### config.mk
export PLATFORM = sky130hd
export DESIGN_NAME = imem_loader
export DESIGN_NICKNAME = d
export VERILOG_FILES = /design/src/rtl/imem_loader.sv
export SDC_FILE = /design/constraint.sdc
export NUM_CORES = 1
export LEC_CHECK = 0
export ABC_AREA = 0
export ABC_CLOCK_PERIOD_IN_PS = 2300
export BUFFER_PORTS_ARGS = -buffer_cell sky130_fd_sc_hd__buf_2
export CAP_MARGIN = 20
export CORE_AREA = 8 8 81 83
export DETAILED_ROUTE_END_ITERATION = 8
export DIE_AREA = 0 0 89 91
export HOLD_SLACK_MARGIN = 0.12
export PLACE_DENSITY = 0.67
export SLEW_MARGIN = 20
export SYNTH_ARGS = -nofsm -noshare
export SYNTH_HDL_FRONTEND = slang
export SYNTH_SLANG_ARGS = --single-unit
### constraint.sdc
create_clock -name clock -period 2.3 [get_ports clock]
set_clock_uncertainty 0.15 [all_clocks]
set_input_delay 0 -clock clock [delete_from_list [all_inputs] [get_ports clock]]
set_output_delay 0 -clock clock [all_outputs]
set_load 0.01 [all_outputs]
### src/rtl/imem_loader.sv
// imem_loader
//   Writer side of the instruction memory. Takes a program as a byte stream over a
//   valid/ready handshake and packs each byte pair into a 16-bit word, high byte
//   first. Words go to consecutive word addresses starting at 0. The CPU is held
//   until the terminating END_WORD has been written.
//
// Parameters
//   ADDR_WIDTH  word-address width of the instruction memory
//   MAX_WORDS   words accepted before overflow (must be <= 2**ADDR_WIDTH)
//   END_WORD    terminator word; it is written, then loading stops
//
// Ports
//   clock       system clock, all state changes on posedge
//   reset_n     synchronous active-low reset
//   start       begin a load (honoured only when not busy)
//   rx_data     incoming program byte
//   rx_valid    rx_data valid
//   rx_ready    loader accepts a byte this cycle
//   imem_we     instruction-memory write strobe, one cycle per word
//   imem_waddr  word address of the write
//   imem_wdata  word being written
//   word_count  words written in the current/last load
//   busy        load in progress
//   done        END_WORD stored; sticky until next start/reset
//   overflow    MAX_WORDS written without END_WORD; sticky until next start/reset
//   cpu_hold    1 = CPU PC must not advance (low only once loading is done)

module imem_loader #(
    parameter int          ADDR_WIDTH = 10,
    parameter int          MAX_WORDS  = 1024,
    parameter logic [15:0] END_WORD   = 16'hFFFF
) (
    input  logic                  clock,
    input  logic                  reset_n,
    input  logic                  start,
    input  logic [7:0]            rx_data,
    input  logic                  rx_valid,
    output logic                  rx_ready,
    output logic                  imem_we,
    output logic [ADDR_WIDTH-1:0] imem_waddr,
    output logic [15:0]           imem_wdata,
    output logic [ADDR_WIDTH:0]   word_count,
    output logic                  busy,
    output logic                  done,
    output logic                  overflow,
    output logic                  cpu_hold
);

    localparam logic [ADDR_WIDTH:0] MAX_COUNT = (ADDR_WIDTH + 1)'(MAX_WORDS);

    typedef enum logic [2:0] {
        S_IDLE,
        S_HIGH,
        S_LOW,
        S_WRITE,
        S_DONE,
        S_ERROR
    } state_t;

    state_t                  state;
    state_t                  state_next;
    logic [7:0]              hi_byte;
    logic [7:0]              hi_byte_next;
    logic [ADDR_WIDTH:0]     count_next;
    logic [ADDR_WIDTH:0]     count_inc;
    logic [ADDR_WIDTH-1:0]   waddr_next;
    logic [15:0]             wdata_next;
    logic                    rx_ready_next;
    logic                    imem_we_next;
    logic                    busy_next;
    logic                    done_next;
    logic                    overflow_next;
    logic                    cpu_hold_next;
    logic                    transfer;

    // rx_ready is itself a register, so a transfer is decided from current state only.
    assign transfer  = rx_valid & rx_ready;
    assign count_inc = word_count + 1'b1;

    always_comb begin
        state_next   = state;
        hi_byte_next = hi_byte;
        count_next   = word_count;
        waddr_next   = imem_waddr;
        wdata_next   = imem_wdata;

        case (state)
            S_IDLE, S_DONE, S_ERROR: begin
                if (start) begin
                    state_next = S_HIGH;
                    count_next = '0;
                end
            end
            S_HIGH: begin
                if (transfer) begin
                    hi_byte_next = rx_data;
                    state_next   = S_LOW;
                end
            end
            S_LOW: begin
                if (transfer) begin
                    wdata_next = {hi_byte, rx_data};
                    waddr_next = word_count[ADDR_WIDTH-1:0];
                    state_next = S_WRITE;
                end
            end
            S_WRITE: begin
                count_next = count_inc;
                // Terminator wins over overflow, so END_WORD as the last allowed word is a clean finish.
                if (imem_wdata == END_WORD) begin
                    state_next = S_DONE;
                end else if (count_inc == MAX_COUNT) begin
                    state_next = S_ERROR;
                end else begin
                    state_next = S_HIGH;
                end
            end
            default: begin
                state_next = S_IDLE;
            end
        endcase

        // Outputs are a decode of the next state and get registered alongside it,
        // so every output is a flop and lines up with the state it describes.
        rx_ready_next = (state_next == S_HIGH) || (state_next == S_LOW);
        imem_we_next  = (state_next == S_WRITE);
        busy_next     = (state_next == S_HIGH) || (state_next == S_LOW) ||
                        (state_next == S_WRITE);
        done_next     = (state_next == S_DONE);
        overflow_next = (state_next == S_ERROR);
        cpu_hold_next = (state_next != S_DONE);
    end

    always_ff @(posedge clock) begin
        if (!reset_n) begin
            state      <= S_IDLE;
            hi_byte    <= '0;
            rx_ready   <= 1'b0;
            imem_we    <= 1'b0;
            imem_waddr <= '0;
            imem_wdata <= '0;
            word_count <= '0;
            busy       <= 1'b0;
            done       <= 1'b0;
            overflow   <= 1'b0;
            cpu_hold   <= 1'b1;
        end else begin
            state      <= state_next;
            hi_byte    <= hi_byte_next;
            rx_ready   <= rx_ready_next;
            imem_we    <= imem_we_next;
            imem_waddr <= waddr_next;
            imem_wdata <= wdata_next;
            word_count <= count_next;
            busy       <= busy_next;
            done       <= done_next;
            overflow   <= overflow_next;
            cpu_hold   <= cpu_hold_next;
        end
    end

endmodule
==> metrics.txt <==
# TYPE chip_impl_metric gauge
chip_impl_info{name="run_status",value="finished clean"} 1
chip_impl_info{name="setup.worst_path.class",value="flop to flop"} 1
chip_impl_info{name="synth_most_common_cell",value="sky130_fd_sc_hd__nand2_1"} 1
chip_impl_info{name="rsz0062_at_grt",value="no"} 1
chip_impl_metric{name="setup_slack",unit="ns"} 0.202
chip_impl_metric{name="num_io_pins",unit=""} 55
chip_impl_info{name="clock-root-buffer",value="sky130_fd_sc_hd__clkbuf_8"} 1
chip_impl_metric{name="clock.fmax",unit="MHz"} 477
chip_impl_metric{name="detailedRoute.firstIterationViolations",unit=""} 179
chip_impl_info{name="end_kind",value="flop"} 1
chip_impl_metric{name="power.leakage",unit="nW"} 1.10
chip_impl_metric{name="dp_worst_setup_slack",unit="ns"} 0.212
chip_impl_metric{name="power-per-cell-area",unit="mW/mm2"} 580
chip_impl_metric{name="power.combinational.fraction",unit="%"} 6.3
chip_impl_metric{name="grt_max_degree",unit=""} 49
chip_impl_metric{name="viasPerCell",unit=""} 5.25
chip_impl_metric{name="timing.slew.headroom",unit="%"} 51.3
chip_impl_metric{name="max-clock-path-buffers",unit=""} 2
chip_impl_metric{name="dieWidth",unit="um"} 89
chip_impl_metric{name="detail_route.drc_violations",unit=""} 0
chip_impl_metric{name="first_global_vias",unit=""} 2010
chip_impl_metric{name="hold_violations",unit=""} 0
chip_impl_metric{name="setup_violations",unit=""} 0
chip_impl_metric{name="floorplan.rows",unit=""} 27
chip_impl_metric{name="synthesis.nets",unit=""} 287
chip_impl_metric{name="initial_utilization",unit="%"} 43.0
chip_impl_metric{name="global_route.overflow_total",unit=""} 0
chip_impl_metric{name="cp.arrival",unit="ns"} 2.15
chip_impl_metric{name="synth.yosys.warnings",unit=""} 0
chip_impl_metric{name="tritoncts_num_sinks",unit=""} 54
chip_impl_metric{name="num-nets-final",unit=""} 347
chip_impl_metric{name="totalWireLength",unit="um"} 5900
chip_impl_metric{name="post_synth_num_cell_types",unit=""} 43
chip_impl_metric{name="post_cts.resized_instances",unit=""} 0
chip_impl_metric{name="ctsHtreeMaxLevel",unit=""} 2
chip_impl_metric{name="worst_ep_required_time",unit="ns"} 2.35
chip_impl_metric{name="antenna_violations_before_repair",unit=""} 0
chip_impl_metric{name="switching_power",unit="mW"} 0.387
chip_impl_metric{name="fillers",unit=""} 531
chip_impl_metric{name="rr_worst_depth",unit=""} 6
chip_impl_metric{name="stdcell_area",unit="mm2"} 0.00282
chip_impl_metric{name="grt.total_usage",unit="%"} 15.0
chip_impl_metric{name="syn_avg_cell_area",unit="um2"} 8.37
chip_impl_metric{name="r2r_slack",unit="ns"} 0.20
chip_impl_metric{name="postSynth.asyncResetShare",unit="%"} 0
chip_impl_metric{name="met1_usage",unit="%"} 19.8
chip_impl_metric{name="floorplan.die.height",unit="um"} 91
chip_impl_metric{name="drt-pass1-iter-count",unit=""} 4
chip_impl_metric{name="grtUsageMet2",unit="%"} 23.6
chip_impl_info{name="clock_tree_from_tritoncts",value="yes"} 1
chip_impl_info{name="grt_most_used_layer",value="met2"} 1
chip_impl_metric{name="layout-drive-gt1-share",unit="%"} 23.9
chip_impl_metric{name="gp_routability_congestion",unit=""} 0.886
chip_impl_metric{name="power.share.clock",unit="%"} 35.2
chip_impl_metric{name="syn_inst",unit=""} 274
chip_impl_info{name="netlist.top_cell.by_area",value="sky130_fd_sc_hd__dfxtp_1"} 1
chip_impl_metric{name="synth.top_cell.area_share",unit="%"} 47.1
chip_impl_info{name="critical_path.startpoint_type",value="flop"} 1
chip_impl_metric{name="areaGrowthSynthToFinish",unit="%"} 22.7
chip_impl_metric{name="max_cap_viol_count",unit=""} 0
chip_impl_metric{name="post_drt_wl_per_cell",unit="um"} 14.5
chip_impl_info{name="synth_commonest_cells",value="61 x sky130_fd_sc_hd__nand2_1, 54 x sky130_fd_sc_hd__dfxtp_1, 36 x sky130_fd_sc_hd__a21oi_1"} 1
chip_impl_metric{name="critical_path.max_fanout",unit=""} 4
chip_impl_metric{name="hpwl",unit="um"} 4190
chip_impl_metric{name="whs",unit="ns"} 0.305
chip_impl_metric{name="clock_slew_at_reported_path_ffs",unit="ns"} 0.10
chip_impl_metric{name="final.period_utilization",unit="%"} 91.2
chip_impl_metric{name="irDropWorstVdd",unit="mV"} 0.375
chip_impl_metric{name="worstSkewPairLatency",unit="ns"} 0.31
chip_impl_metric{name="synthesis.area",unit="mm2"} 0.00229
chip_impl_info{name="ys_dominant_reg_cell",value="sky130_fd_sc_hd__dfxtp_1"} 1
chip_impl_metric{name="intPower",unit="mW"} 1.25
chip_impl_metric{name="yosys_register_bits",unit=""} 54
chip_impl_metric{name="power.switching_fraction",unit="%"} 23.7
chip_impl_metric{name="post_synth_edffs",unit=""} 0
chip_impl_metric{name="wire_length_of_the_first_global_routing_pass",unit="um"} 9830
chip_impl_info{name="worstHoldPathType",value="flop to flop"} 1
chip_impl_metric{name="postLayoutCoreUtil",unit="%"} 52.7
chip_impl_metric{name="core_area",unit="mm2"} 0.00534
chip_impl_metric{name="pwr-share-seq",unit="%"} 58.5
chip_impl_metric{name="worstMarginPinSlew",unit="ns"} 0.723
chip_impl_metric{name="final.setup.tns",unit="ns"} 0
chip_impl_metric{name="cts_buffers",unit=""} 5
chip_impl_info{name="post_synth_main_area_contributors",value="sky130_fd_sc_hd__dfxtp_1 47%, sky130_fd_sc_hd__nand2_1 10%, sky130_fd_sc_hd__a21oi_1 7.9%"} 1
chip_impl_metric{name="synth.yosys.seq_area_share",unit="%"} 47.1
chip_impl_metric{name="final.min_clock_period",unit="ns"} 2.10
chip_impl_metric{name="slew_viol_final",unit=""} 0
chip_impl_metric{name="placedInstanceArea",unit="mm2"} 0.00260
chip_impl_metric{name="num_vias",unit=""} 2135
chip_impl_metric{name="postRouteAntennaNets",unit=""} 0
chip_impl_metric{name="place.port_buffers",unit=""} 54
chip_impl_metric{name="antenna_cell_count",unit=""} 0
chip_impl_metric{name="worst_hold_path.num_cells",unit=""} 2
chip_impl_metric{name="dieArea",unit="mm2"} 0.00810
chip_impl_metric{name="global_route.usage.met3",unit="%"} 3.78
-- worst paths after layout --
path,from,endpoint
worst min-delay path,imem_waddr[9],imem_waddr[9]
worst max register to register,word_count[0],overflow
worst max-delay path,word_count[0],overflow
worst min register to register,imem_waddr[9],imem_waddr[9]
-- area by class of cell --
| cell class | instances | area, um2 | area share [%] |
|---|---|---|---|
| repair buffers | 73 | 440 | 15.6 |
| clock buffers | 6 | 82.6 | 2.93 |
| clock inverters | 2 | 20.0 | 0.711 |
| well taps | 72 | 90.1 | 3.20 |
| multi-input cells | 199 | 1100 | 39.0 |
| inverters | 1 | 3.75 | 0.133 |
| flip-flops and latches | 54 | 1080 | 38.4 |
-- logic make-up after synthesis --
family	share of synthesized area, %
adders and majority gates	0.545
muxes	3.49
xor gates and xnor gates	0.382
DFF	47.1
and+or+nand+nor	26.9
buffers and inverters	5.02
AOI/OAI and AO/OA	16.5
-- per-layer routing --
| layer | wire, um | share of wire [%] |
|---|---|---|
| met5 | 0 | 0 |
| met4 | 28 | 0.47 |
| met3 | 420 | 7.1 |
| met2 | 2830 | 48 |
| met1 | 2620 | 44 |
-- stage by stage --
stage | power (mW) | cells
3_3_place_gp | 1.07 | 388
5_1_grt | 1.71 | 407
3_5_place_dp | 1.07 | 388
2_1_floorplan | 1.03 | 274
4_1_cts | 1.66 | 407
6_report | 1.63 | 407
-- critical path, cell delays in order, from the launching register on --
cell	delay, ns
sky130_fd_sc_hd__dfxtp_1	0.33
sky130_fd_sc_hd__ha_1	0.23
sky130_fd_sc_hd__and3_4	0.20
sky130_fd_sc_hd__a311oi_1	0.24
sky130_fd_sc_hd__o21ai_0	0.13
sky130_fd_sc_hd__a211o_1	0.39
sky130_fd_sc_hd__a2111oi_2	0.32
-- layout by cell type (no fill, tap or decap), types with 3 or more instances in the layout --
master	instances
sky130_fd_sc_hd__clkbuf_8	6
sky130_fd_sc_hd__mux2i_1	8
sky130_fd_sc_hd__nand2_1	61
sky130_fd_sc_hd__buf_4	8
sky130_fd_sc_hd__nand2b_1	3
sky130_fd_sc_hd__nand3b_1	4
sky130_fd_sc_hd__nor2_1	24
sky130_fd_sc_hd__nand4_1	7
sky130_fd_sc_hd__a311oi_1	5
sky130_fd_sc_hd__dfxtp_1	54
sky130_fd_sc_hd__a31oi_1	3
sky130_fd_sc_hd__and2_1	3
sky130_fd_sc_hd__nand3_1	4
sky130_fd_sc_hd__a21oi_1	36
sky130_fd_sc_hd__dlygate4sd3_1	11
sky130_fd_sc_hd__nor3_1	3
sky130_fd_sc_hd__buf_2	54
sky130_fd_sc_hd__o21ai_0	9
-- sequential cells by signal, summed over array words and instances (netlist names) --
name and count:
done 1, imem_we 1, cpu_hold 1, word_count 11, hi_byte 8, imem_wdata 16
rx_ready 1, imem_waddr 10, busy 1, overflow 1, state 3
-- timing repair --
| action | 4_1_cts | 5_1_grt |
|---|---|---|
| hold endpoints to repair | 25 | 0 |
| hold buffers | 11 | 0 |
| buffers inserted | 0 | 0 |
| setup endpoints to repair | 0 | 0 |
-- power by group through the flow --
| stage | Sequential (mW) | Clock, mW | Combinational [mW] |
|---|---|---|---|
| 5_1_grt | 0.958 | 0.643 | 0.114 |
| 3_3_place_gp | 0.976 | 0 | 0.0890 |
| 3_5_place_dp | 0.977 | 0 | 0.0889 |
| 4_1_cts | 0.955 | 0.598 | 0.104 |
| 2_1_floorplan | 0.976 | 0 | 0.0545 |
| 6_report | 0.955 | 0.575 | 0.104 |
No activity file was read; power rests on OpenSTA's default activity.
